## src/rtl/mem_io_ctrl_if.sv

```systemverilog
// CPU-side request/ready bus between the SLC-3 MAR/MDR
// and the memory/IO controller.
interface mem_io_ctrl_if;
  logic [15:0] mem_addr;
  logic [15:0] mem_wdata;
  logic        mem_rd;
  logic        mem_wr;
  logic [15:0] mem_rdata;
  logic        mem_ready;

  modport master (
    output mem_addr, mem_wdata, mem_rd, mem_wr,
    input  mem_rdata, mem_ready
  );

  modport slave (
    input  mem_addr, mem_wdata, mem_rd, mem_wr,
    output mem_rdata, mem_ready
  );
endinterface

```

## src/rtl/mem_io_ctrl.sv

```systemverilog
// Memory/IO controller: fixed-latency RAM plus one
// switch/hex IO register, with a request/ready handshake.
module mem_io_ctrl #(
  parameter int          RAM_LATENCY = 2,
  parameter logic [15:0] IO_ADDR     = 16'hFFFF
) (
  input  logic          Clk,
  input  logic          Reset,
  mem_io_ctrl_if.slave  bus,
  output logic [15:0]   ram_addr,
  output logic [15:0]   ram_din,
  output logic          ram_en,
  output logic          ram_we,
  input  logic [15:0]   ram_dout,
  input  logic [15:0]   S,
  output logic [15:0]   hex_data
);

  typedef enum logic [2:0] {
    IDLE,
    RAM_RD,
    RAM_WR,
    RESP,
    HOLD
  } state_t;

  state_t      state;
  state_t      next;
  logic [2:0]  cnt;
  logic [15:0] s_meta;
  logic [15:0] s_sync;
  logic [15:0] rdata;
  logic        ready;

  logic        req;
  logic        is_io;
  logic        io_wr;
  logic        io_rd;
  logic        ram_go;
  logic        rd_done;

  assign req   = bus.mem_rd | bus.mem_wr;
  assign is_io = (bus.mem_addr == IO_ADDR);

  assign bus.mem_rdata = rdata;
  assign bus.mem_ready = ready;

  always_ff @(posedge Clk) begin
    if (!Reset) begin
      s_meta <= '0;
      s_sync <= '0;
    end else begin
      s_meta <= S;
      s_sync <= s_meta;
    end
  end

  always_ff @(posedge Clk) begin
    if (!Reset) state <= IDLE;
    else        state <= next;
  end

  always_comb begin
    next = state;
    unique case (state)
      IDLE: begin
        if (req) begin
          if (is_io)           next = RESP;
          else if (bus.mem_wr) next = RAM_WR;
          else                 next = RAM_RD;
        end
      end
      RAM_RD:  if (cnt == 3'd0) next = RESP;
      RAM_WR:  next = RESP;
      RESP:    next = HOLD;
      HOLD:    if (!req) next = IDLE;
      default: next = IDLE;
    endcase
  end

  // Write wins over read when both request levels are high.
  always_comb begin
    io_wr  = 1'b0;
    io_rd  = 1'b0;
    ram_go = 1'b0;
    if (state == IDLE && req) begin
      unique case (1'b1)
        (is_io && bus.mem_wr):  io_wr  = 1'b1;
        (is_io && !bus.mem_wr): io_rd  = 1'b1;
        (!is_io):               ram_go = 1'b1;
      endcase
    end
    rd_done = (state == RAM_RD) && (cnt == 3'd0);
  end

  always_ff @(posedge Clk) begin
    if (!Reset) begin
      ram_addr <= '0;
      ram_din  <= '0;
      ram_en   <= 1'b0;
      ram_we   <= 1'b0;
      cnt      <= '0;
      rdata    <= '0;
      hex_data <= '0;
      ready    <= 1'b0;
    end else begin
      ram_en <= ram_go;
      ram_we <= ram_go & bus.mem_wr;
      ready  <= (next == RESP);
      if (ram_go) begin
        ram_addr <= bus.mem_addr;
        cnt      <= 3'(RAM_LATENCY);
      end
      if (ram_go && bus.mem_wr) ram_din <= bus.mem_wdata;
      if (state == RAM_RD && cnt != 3'd0) cnt <= cnt - 3'd1;
      if (io_wr)   hex_data <= bus.mem_wdata;
      if (io_rd)   rdata    <= s_sync;
      if (rd_done) rdata    <= ram_dout;
    end
  end

endmodule

```

## src/flat_wrapper.sv

```systemverilog
// flat-port wrapper written by rule: the top's interface ports become plain ports
module mem_io_ctrl_flat 
#(
  parameter int          RAM_LATENCY = 2,
  parameter logic [15:0] IO_ADDR     = 16'hFFFF
)
  (Clk, Reset, ram_addr, ram_din, ram_en, ram_we, ram_dout, S, hex_data, bus_mem_addr, bus_mem_wdata, bus_mem_rd, bus_mem_wr, bus_mem_rdata, bus_mem_ready);
  mem_io_ctrl_if bus_i ();
  input  logic Clk;
  input  logic Reset;
  output logic [15:0] ram_addr;
  output logic [15:0] ram_din;
  output logic ram_en;
  output logic ram_we;
  input  logic [15:0] ram_dout;
  input  logic [15:0] S;
  output logic [15:0] hex_data;
  input wire logic [$bits(bus_i.mem_addr)-1:0] bus_mem_addr;
  input wire logic [$bits(bus_i.mem_wdata)-1:0] bus_mem_wdata;
  input wire logic [$bits(bus_i.mem_rd)-1:0] bus_mem_rd;
  input wire logic [$bits(bus_i.mem_wr)-1:0] bus_mem_wr;
  output wire logic [$bits(bus_i.mem_rdata)-1:0] bus_mem_rdata;
  output wire logic [$bits(bus_i.mem_ready)-1:0] bus_mem_ready;
  assign bus_i.mem_addr = bus_mem_addr;
  assign bus_i.mem_wdata = bus_mem_wdata;
  assign bus_i.mem_rd = bus_mem_rd;
  assign bus_i.mem_wr = bus_mem_wr;
  assign bus_mem_rdata = bus_i.mem_rdata;
  assign bus_mem_ready = bus_i.mem_ready;
  mem_io_ctrl #(.RAM_LATENCY(RAM_LATENCY), .IO_ADDR(IO_ADDR)) u_core (.Clk(Clk), .Reset(Reset), .bus(bus_i), .ram_addr(ram_addr), .ram_din(ram_din), .ram_en(ram_en), .ram_we(ram_we), .ram_dout(ram_dout), .S(S), .hex_data(hex_data));
endmodule
```

## config.mk

```make
export PLATFORM = sky130hd
export DESIGN_NAME = mem_io_ctrl_flat
export DESIGN_NICKNAME = d
export VERILOG_FILES = /design/src/rtl/mem_io_ctrl_if.sv /design/src/rtl/mem_io_ctrl.sv /design/src/flat_wrapper.sv
export SDC_FILE = /design/constraint.sdc
export NUM_CORES = 1
export LEC_CHECK = 0
export ABC_AREA = 0
export CORE_MARGIN = 2
export CORE_UTILIZATION = 35
export CTS_BUF_LIST = sky130_fd_sc_hd__clkbuf_4 sky130_fd_sc_hd__clkbuf_8
export CTS_CLUSTER_SIZE = 28
export DETAILED_ROUTE_END_ITERATION = 8
export PLACE_DENSITY = 0.76
export REMOVE_ABC_BUFFERS = 1
export SETUP_SLACK_MARGIN = 0.02
export SLEW_MARGIN = 15
export SYNTH_ARGS = -nofsm -noshare
export SYNTH_HDL_FRONTEND = slang
export SYNTH_SLANG_ARGS = --single-unit
```

## constraint.sdc

```tcl
create_clock -name Clk -period 2.5 [get_ports Clk]
set_input_delay 0.25 -clock Clk [delete_from_list [all_inputs] [get_ports Clk]]
set_output_delay 0.25 -clock Clk [all_outputs]
set_load 0.02 [all_outputs]
```

==> results by group <==
Outcome
  • Outcome: finished clean

Synth
  • Largest family of logic cells by synthesized area: simple AND/OR/NAND/NOR gates
  • Synth Cell Area: 3980 µm²
  • Post-synth top flop: dfxtp_1
  • Post-synth ARST share: 0
  • Avg Cell Area, Syn: 9.14 µm²
  • Post-synthesis compound-gate area fraction: 0.170
  • Count of cell types in the netlist: 37
  • Syn. warnings: 0
  • FF+latch count, synth: 105
  • Synth Area in Simple Gates: 0.203
  • Sequential fraction of the synthesis area: 0.529
  • Top-area cell type share of the netlist area: 0.529
  • Ranking of synthesized cells by area: dfxtp_1 53%, a21oi_1 6.3%, nand3_1 6.2%
  • XOR/XNOR Fraction of Synth Area: 0.00220
  • Cell taking the most area after synthesis: dfxtp_1
  • Post-synth EDFFs: 0
  • Adder-Cell Fraction of Synth Area: 0.00630
  • Cell count after synthesis: around 440
  • Mux contribution to synthesized area: 0.0403

Die
  • Overall die height: 111 µm
  • Die Area: 12200 µm²
  • Core area: approximately 11000 µm²
  • Row count: 38
  • Starting Density: 0.362
  • I/O pins: 135
  • Die W: 111 µm

Clock network
  • CTS buffer count: 9
  • Post-CTS setup buffers: 0
  • TritonCTS clock tree: done
  • Reg clk slew, reported paths: 0.11 ns
  • CTS Buffer Depth: 2
  • Hold-fix buffers, CTS: 0
  • TritonCTS Sinks: 105
  • H-tree Lvls: 3
  • Worst-Skew Late Latency: ~0.37 ns
  • CTS-repair resized insts: 0
  • Clock root buffer: clkbuf_8

Placement
  • Placed cell area: approximately 5400 µm²
  • Dpl hpwl: 7.16 mm
  • Port bufs: 134
  • Gpl congestion: 0.758

Pwr
  • Pwr dens: approximately 710 nW/µm²
  • Leak: 1.96 nW
  • IR drop worst, VDD: 0.324 mV
  • Post-layout power: 3.99 mW

Timing
  • Final setup vio count: 0
  • Fmax: around 470 MHz
  • Unrepaired setup endpoints after global routing: no
  • Clock Skew: 0.0106 ns
  • Min Tclk post-route: 2.14 ns
  • Fin crit share: 0.856
  • Final Max Tran Viols: 0
  • Relative slew slack: 0.424
  • Hold Slack: 0.434 ns
  • Worst slew pin tran: 0.861 ns
  • Number of hold violations in the final report: 0

Final layout
  • Final net count: 621
  • Diode count: 0
  • P&R area growth vs syn: 40.9%
  • Fraction of layout cells with a size suffix above 1: 0.0594
  • Finished Cell Area: 5600 µm²

Worst hold path
  • Hold/Removal Path Class: reg -> reg
  • Hold depth: 1

Drt
  • Total number of vias: around 3500
  • DR WL/cell: roughly 15 µm
  • Routed WL: 10.7 mm
  • DR pass1 iterations: 4
  • DR vias/cell: between 5 and 6
  • Routed Antenna Nets: 0
  • Post-route DRC: 0
  • Drt initial violations: 226

Global route
  • Vias in the first global route: 3502
  • Antenna violations before repair: 0
  • Total GRT Usage: 0.171
  • Pin count of the biggest net entering global routing: 67
  • Gr ovfl total: 0
  • First-pass GRT wire length: 17.4 mm

Setup path
  • Critical Path RT: 2.73 ns
  • Reg2Reg Depth: 4
  • CP arrival: 2.37 ns
  • CP endpoint kind: flop
  • Startpoint types: flop
  • CP max FO: 32
  • Worst Setup Path Type: reg -> reg

Job
  • Max cap viols: 0
[metal layers]
layer,wire (µm),GRT usage,vias up
li1,-,-,1756
met1,4590,0.204,1682
met2,5520,0.305,81
met3,318,0.0263,18
met4,260,0.0742,0
met5,0,0,-
[worst max-delay path, stage by stage, from the launching register on]
cell and delay [ns]:
dfxtp_1 0.38, nor3_1 0.45, nand2_1 0.62, o21ai_0 0.44, a21oi_1 0.10
[cells in the final DEF (no fill, tap or decap), drive strengths merged, types with 7 or more instances in the layout]
cell	netlist	layout
mux2i	16	16
o21ai	50	50
clkbuf	29	9
clkdlybuf4s50	0	133
a21oi	51	51
inv	4	7
nor2	7	7
o211ai	16	16
dfxtp	105	105
nand2	22	22
buf	11	12
or3	16	16
nand3	49	49
and2	34	34
[final cells by class]
class,instances,area [µm²]
clock buffers,9,124
clock inverters,7,77.6
fillers,1033,5380
inverters,4,15.0
multi-input cells,286,1670
flip-flops and latches,105,2100
well taps,140,175
repair buffers,145,1430
[power breakdown]
part | internal [mW] | switching, mW
combinational | 0.466 | 0.563
sequential | 1.81 | 0.0677
clock | 0.476 | 0.607
[sequential cells by signal (all words and copies together), names as in the netlist, 3 cells and up]
signal / flops
u_core.bus.mem_rdata: 16
u_core.s_meta: 16
u_core.s_sync: 16
u_core.state: 3
u_core.hex_data: 16
u_core.ram_din: 16
u_core.cnt: 3
u_core.ram_addr: 16
[path summary, 6_finish.rpt]
path / from / to / slack [ns]
setup / recovery: u_core.state[2] / u_core.hex_data[11] / 0.36
setup reg to reg: u_core.state[2] / u_core.hex_data[11] / 0.36
hold / removal: u_core.s_meta[12] / u_core.s_sync[12] / 0.43
hold reg to reg: u_core.s_meta[12] / u_core.s_sync[12] / 0.43
[synth_stat cells, types with 6 or more instances]
master,n
or3_1,16
o211ai_1,16
buf_2,8
nor2_1,6
dfxtp_1,105
mux2i_1,16
nand2_1,22
a21oi_1,50
clkbuf_1,28
nand3_1,49
and2_1,34
o21ai_0,49
[metrics by stage]
stage | instances | setup slack [ns] | utilization | setup TNS, ns
2_1_floorplan | 395 | -0.221 | - | -3.54
3_3_place_gp | 680 | 0.302 | 0.491 | 0
3_5_place_dp | 680 | 0.264 | 0.491 | 0
4_1_cts | 696 | 0.405 | 0.510 | 0
5_1_grt | 696 | 0.106 | 0.510 | 0
6_report | 696 | 0.361 | 0.510 | 0
[cells by family (layout without fill, tap and decap cells)]
group | count (synthesis) | count (layout)
xor gates and xnor gates | 1 | 1
DFF | 105 | 105
adders and majority gates | 2 | 2
and+or+nand+nor | 145 | 145
muxes | 16 | 16
buffers and inverters | 44 | 165
AOI/OAI and AO/OA | 122 | 122
(Power assumes the default switching activity.)
